==> config.mk <==
export PLATFORM = sky130hd
export DESIGN_NAME = key_pulse_conditioner
export DESIGN_NICKNAME = d
export VERILOG_FILES = /design/src/rtl/key_pulse_conditioner.sv
export SDC_FILE = /design/constraint.sdc
export NUM_CORES = 1
export LEC_CHECK = 0
export BUFFER_PORTS_ARGS = -buffer_cell sky130_fd_sc_hd__buf_4
export CORE_AREA = 2 2 39 41
export DETAILED_ROUTE_END_ITERATION = 6
export DIE_AREA = 0 0 41 43
export PLACE_DENSITY_LB_ADDON = 0.1
export RECOVER_POWER = 100
export SLEW_MARGIN = 10
export SYNTH_ARGS = -nofsm -noshare
export SYNTH_HDL_FRONTEND = slang
export SYNTH_SLANG_ARGS = --single-unit
==> constraint.sdc <==
create_clock -name clk -period 0.8 [get_ports clk]
set_input_delay 0.16 -clock clk [delete_from_list [all_inputs] [get_ports clk]]
set_output_delay 0.16 -clock clk [all_outputs]
set_load 0.02 [all_outputs]
==> src/rtl/key_pulse_conditioner.sv <==
// Synchronise, debounce and edge-detect the two tug-of-war keys.
// Optional macro DEBOUNCE_EN builds the per-key debounce FSM.

module key_pulse_channel #(
    parameter int SYNC_STAGES     = 2,
    parameter int DEBOUNCE_CYCLES = 4
) (
    input  logic clk,
    input  logic reset,
    input  logic key_n,
    output logic pulse,
    output logic held
);

    if (SYNC_STAGES < 2 || DEBOUNCE_CYCLES < 1) begin : g_bad_param
        $error("key_pulse_channel: illegal parameter value");
    end

    logic [SYNC_STAGES-1:0] sync;
    logic                   p;

    // Idle state of the chain is "released" so reset never looks like a press.
    always_ff @(posedge clk or negedge reset) begin
        if (!reset) begin
            sync <= '1;
        end else begin
            sync <= {sync[SYNC_STAGES-2:0], key_n};
        end
    end

    assign p = ~sync[SYNC_STAGES-1];

`ifdef DEBOUNCE_EN

    localparam int CW = $clog2(DEBOUNCE_CYCLES + 1);
    localparam logic [CW-1:0] CNT_MAX = CW'(DEBOUNCE_CYCLES);
    localparam logic [CW-1:0] CNT_ONE = CW'(1);

    typedef enum logic [1:0] {
        IDLE,
        PRESS_WAIT,
        HELD,
        RELEASE_WAIT
    } state_t;

    state_t        state;
    logic [CW-1:0] cnt;
    logic          acc;

    always_ff @(posedge clk or negedge reset) begin
        if (!reset) begin
            state <= IDLE;
            cnt   <= '0;
            acc   <= 1'b0;
            pulse <= 1'b0;
            held  <= 1'b0;
        end else begin
            acc   <= 1'b0;
            pulse <= acc;
            held  <= (state == HELD) || (state == RELEASE_WAIT);
            unique case (state)
                IDLE: begin
                    if (p) begin
                        state <= PRESS_WAIT;
                        cnt   <= CNT_ONE;
                    end
                end
                PRESS_WAIT: begin
                    if (!p) begin
                        state <= IDLE;
                        cnt   <= '0;
                    end else if (cnt == CNT_MAX) begin
                        state <= HELD;
                        cnt   <= '0;
                        acc   <= 1'b1;
                    end else begin
                        cnt <= cnt + CNT_ONE;
                    end
                end
                HELD: begin
                    if (!p) begin
                        state <= RELEASE_WAIT;
                        cnt   <= CNT_ONE;
                    end
                end
                RELEASE_WAIT: begin
                    // Bounce back to pressed re-enters HELD without a pulse.
                    if (p) begin
                        state <= HELD;
                        cnt   <= '0;
                    end else if (cnt == CNT_MAX) begin
                        state <= IDLE;
                        cnt   <= '0;
                    end else begin
                        cnt <= cnt + CNT_ONE;
                    end
                end
                default: begin
                    state <= IDLE;
                    cnt   <= '0;
                end
            endcase
        end
    end

`else

    logic p_prev;

    // held doubles as the registered copy of p; p_prev trails it by one.
    always_ff @(posedge clk or negedge reset) begin
        if (!reset) begin
            held   <= 1'b0;
            p_prev <= 1'b0;
            pulse  <= 1'b0;
        end else begin
            held   <= p;
            p_prev <= held;
            pulse  <= held & ~p_prev;
        end
    end

`endif

endmodule

module key_pulse_conditioner #(
    parameter int SYNC_STAGES     = 2,
    parameter int DEBOUNCE_CYCLES = 4
) (
    input  logic clk,
    input  logic reset,
    input  logic key_l_n,
    input  logic key_r_n,
    output logic L,
    output logic R,
    output logic held_l,
    output logic held_r
);

    key_pulse_channel #(
        .SYNC_STAGES    (SYNC_STAGES),
        .DEBOUNCE_CYCLES(DEBOUNCE_CYCLES)
    ) u_left (
        .clk  (clk),
        .reset(reset),
        .key_n(key_l_n),
        .pulse(L),
        .held (held_l)
    );

    key_pulse_channel #(
        .SYNC_STAGES    (SYNC_STAGES),
        .DEBOUNCE_CYCLES(DEBOUNCE_CYCLES)
    ) u_right (
        .clk  (clk),
        .reset(reset),
        .key_n(key_r_n),
        .pulse(R),
        .held (held_r)
    );

endmodule

## Word-level counts from Yosys, hierarchy flattened

Cells that the tools add are included.
W data, S select, Z words.

| storage, ports and cells | value |
|---|---|
| output and inout port bits | 4 |
| bits in registers | 10 |
| input bits | 4 |

| cells by class | value |
|---|---|
| bitwise logic cells | 6 |

Operator list:

| kind | count |
|---|---|
| $not A1 Y1 | 4 |
| $and A1 B1 Y1 | 2 |

## Longest topological paths before layout

| depth | value |
|---|---|
| depth after elaboration | 2 |
| depth in mapped cells | 1 |
| mapped depth without buffers | 1 |

## By module

Synthesis repeated with hierarchy kept, for this count alone.

| unflattened totals | value |
|---|---|
| cell total of the unflattened synthesis | 14 |
| area total of the unflattened synthesis | 290.3 um^2 |

Modules (own cells, without submodules):

| module | area an instance (um^2) | times used | cells an instance | sequential area each (um^2) |
|---|---|---|---|---|
| key_pulse_channel | 145.1 | 2 | 7 | 127.6 |

## Least setup slack after synthesis

OpenSTA, ideal clock, no wires.

| timing | value |
|---|---|
| path kind | reg-to-reg |
| start point | reg u_left.held |
| end point | reg u_left.pulse |
| slack | 0.097 ns |
| data arrival time | 0.586 ns |
| setup time | 0.117 ns |
| stages on the path, launching flop included | 2 |
| buffers on the path | 0 |
| cell sequence | dfrtp_1 -> nor2b_4 |

| on the way | value |
|---|---|
| word-level cells in the longest chain between the ends | 1 |

Ends and longest elaborated chain:

| what | line | RTL |
|---|---|---|
| from (decl) | 12 | `output logic held` |
| from (signal assigned) | 117 | `held <= p;` |
| $and A1 B1 Y1 | 119 | `pulse <= held & ~p_prev;` |
| to (signal assigned) | 119 |  |
| to (decl) | 11 | `output logic pulse,` |

Every way passes these cells.

## Worst setup path after layout

| timing | value |
|---|---|
| start point | reg u_left.held |
| end point | out held_l |

RTL lines:

| what | line | RTL |
|---|---|---|
| to (decl) | 137 | `output logic held_l,` |

No word-level cell between the ends.

==> results.json <==
{
  "nets": 33,
  "grt.met3_usage_pct": 3.141,
  "core.rowCount": 14,
  "area_growth_pct": 41.38,
  "crit_chain": "buf_6",
  "synth_fp_nets": 18,
  "dp.cells": 37,
  "slew_headroom_pct": 84.38,
  "p_leak_nw": 0.1955,
  "synth_top_area_share_pct": 51.72,
  "htree_levels": 1,
  "slowest_stage": "dfrtp_1",
  "layout-drive-gt1-share_pct": 62.96,
  "dieHeight_um": 43,
  "fin_crit_ns": 0.9290,
  "hold_path_class": "in2reg",
  "grt.overflow.total": 0,
  "clock-sinks": 10,
  "p_switching_mw": 0.1833,
  "routed_wl_um": 321,
  "sw_frac_of_total_pct": 19.63,
  "startpoint_type": "flop",
  "core_um2": 1384,
  "fin_crit_sh_pct": 116.1,
  "worstMarginPinSlew_ns": 0.2344,
  "worst_clock_skew_ns": 0.0001309,
  "yosys.area.top_type": "dfrtp_1",
  "syn_area_per_cell_um2": 20.73,
  "start_util_pct": 20.98,
  "hold_viol_final": 0,
  "numPortBuffers": 7,
  "setup_violations": 4,
  "layout.cells.non_filler": 43,
  "cts_buffer_depth": 2,
  "critPathCaptureType": "output port",
  "grt_pass1_vias": 138,
  "gp_congestion": 0.5020,
  "drc_errors": 0,
  "path_clk_slew_ns": 0.06,
  "critPathTopFamily": "flip-flops",
  "crit_arrival_ns": 0.77,
  "violations": "setup timing",
  "grt_pass1_wl_um": 496,
  "cap_violations": 0,
  "die_area_um2": 1763,
  "internal-power_mw": 0.7509,
  "finalPower_mw": 0.9342,
  "drt_iter0_markers": 0,
  "outcome": "finished, violations left",
  "routed-via-count": 148,
  "synth_seq_cells": 10,
  "post-route-util_pct": 29.66,
  "syn_inst": 14,
  "mostFrequentLayoutCells": "clkbuf_4 (6), dfrtp_1 (6), buf_6 (4), dfstp_2 (4), inv_1 (2)",
  "path_buf_inv": 1,
  "worstSkewPairLatency_ns": 0.25,
  "cts_buffers": 3,
  "pre_cts_ws_ns": 0.1059,
  "ioPinCount": 8,
  "drtPass1Iterations": 1,
  "synth_top_cells_by_area": "dfrtp_1 (52%), dfstp_2 (36%), nor2b_4 (9.5%)",
  "worstPathMaxFanout": 2,
  "power.share.clock_pct": 33.6,
  "n_antenna_cell": 0,
  "final_max_slew_viol_count": 0,
  "clock-root-buffer": "clkbuf_4",
  "irDropWorstVdd_v": 0.0008742,
  "viasPerCell": 3.442,
  "syn_area_um2": 290.3,
  "grt_max_degree": 11,
  "drt-wirelength-per-cell_um": 7.465,
  "yosysWarnings": 0,
  "path_class": "reg2out",
  "met2_usage_pct": 4.688,
  "ant_nets": 0,
  "setup_ws_ns": -0.1290,
  "rsz0062_at_grt": "true",
  "track_usage_pct": 4.791,
  "synth_cell_types": 4,
  "cts_tree": "built",
  "grt_use_met1_pct": 5.743,
  "busiest_layer": "met4",
  "cp_slowest_stage_delay_ns": 0.38,
  "seq_power_share_pct": 58.8,
  "max_freq_mhz": 1076,
  "die_w_um": 41,
  "antenna_found_initial": 0,
  "ys_seq_area_share_pct": 87.93,
  "powerDensity_nw_per_um2": 2276,
  "worstPathRequired_ns": 0.64,
  "pwr-share-comb_pct": 7.6
}
[per-stage QoR]
step	cell area (um^2)	hold slack, ns	setup TNS, ns
finish	410.4	0.01343	-0.4748
global placement	362.8	-0.01023	0
floorplan	290.3	-0.1356	0
detailed placement	362.8	-0.007186	0
global route	410.4	0.004416	-0.5829
CTS	425.4	0.002052	-0.5251
[sequential cells by signal, summed over array words and instances, names as in the netlist]
name            cells
u_right.sync        2
u_right.pulse       1
u_left.held         1
u_left.p_prev       1
u_right.held        1
u_left.sync         2
u_right.p_prev      1
u_left.pulse        1
[layer usage]
layer  vias to the layer above  routed length (um)  share of wire, %
li1                         67                   -                 -
met5                         -                   0                 0
met1                        74                 135                42
met3                         0                  37                12
met4                         0                   0                 0
met2                         7                 147                46
[power groups by stage]
stage / Sequential (mW) / Clock [mW] / Combinational (mW)
CTS: 0.552 / 0.332 / 0.0796
detailed placement: 0.560 / 0 / 0.0608
finish: 0.550 / 0.314 / 0.0705
global route: 0.551 / 0.353 / 0.0775
floorplan: 0.572 / 0 / 0.0100
global placement: 0.559 / 0 / 0.0603
[timing repair]
action | 4_1_cts | 5_1_grt
hold buffers | 1 | 0
setup endpoints to repair | 4 | 4
gates resized for setup | 4 | 0
gates cloned | 0 | 0
buffers inserted | 2 | 0
endpoints found under the hold margin | 10 | 0
[logic make-up (layout without fill, tap and decap cells)]
group | Yosys count | in the layout | synth area share [%]
buffers and inverters | 2 | 15 | 2.587
and+or+nand+nor | 2 | 2 | 9.484
DFF | 10 | 10 | 87.93
[final timing paths]
path | start | slack [ns] | depth (start not counted) | endpoint
worst max-delay path | u_left.held | -0.13 | 1 | held_l
worst min-delay path | key_l_n | 0.01 | 1 | u_left.sync[0]
worst max register to register | u_right.held | 0.04 | 2 | u_right.pulse
worst min register to register | u_right.sync[0] | 0.35 | 0 | u_right.sync[1]
max in group asynchronous | reset | 0.24 | 2 | u_right.sync[0]
min in group asynchronous | reset | 0.30 | 2 | u_left.pulse
[synthesized netlist by cell type]
master,instances
dfrtp_1,6
dfstp_2,4
inv_1,2
nor2b_4,2
[final cells by class]
cell class	count	area [um^2]
sequential	10	255.2
timing repair buffer	10	90.09
tap	16	20.02
fill	145	973.4
inverter	2	7.507
multi-input combinational	2	15.01
clock buffer	3	22.52
Power figures use the tool's default switching activity.
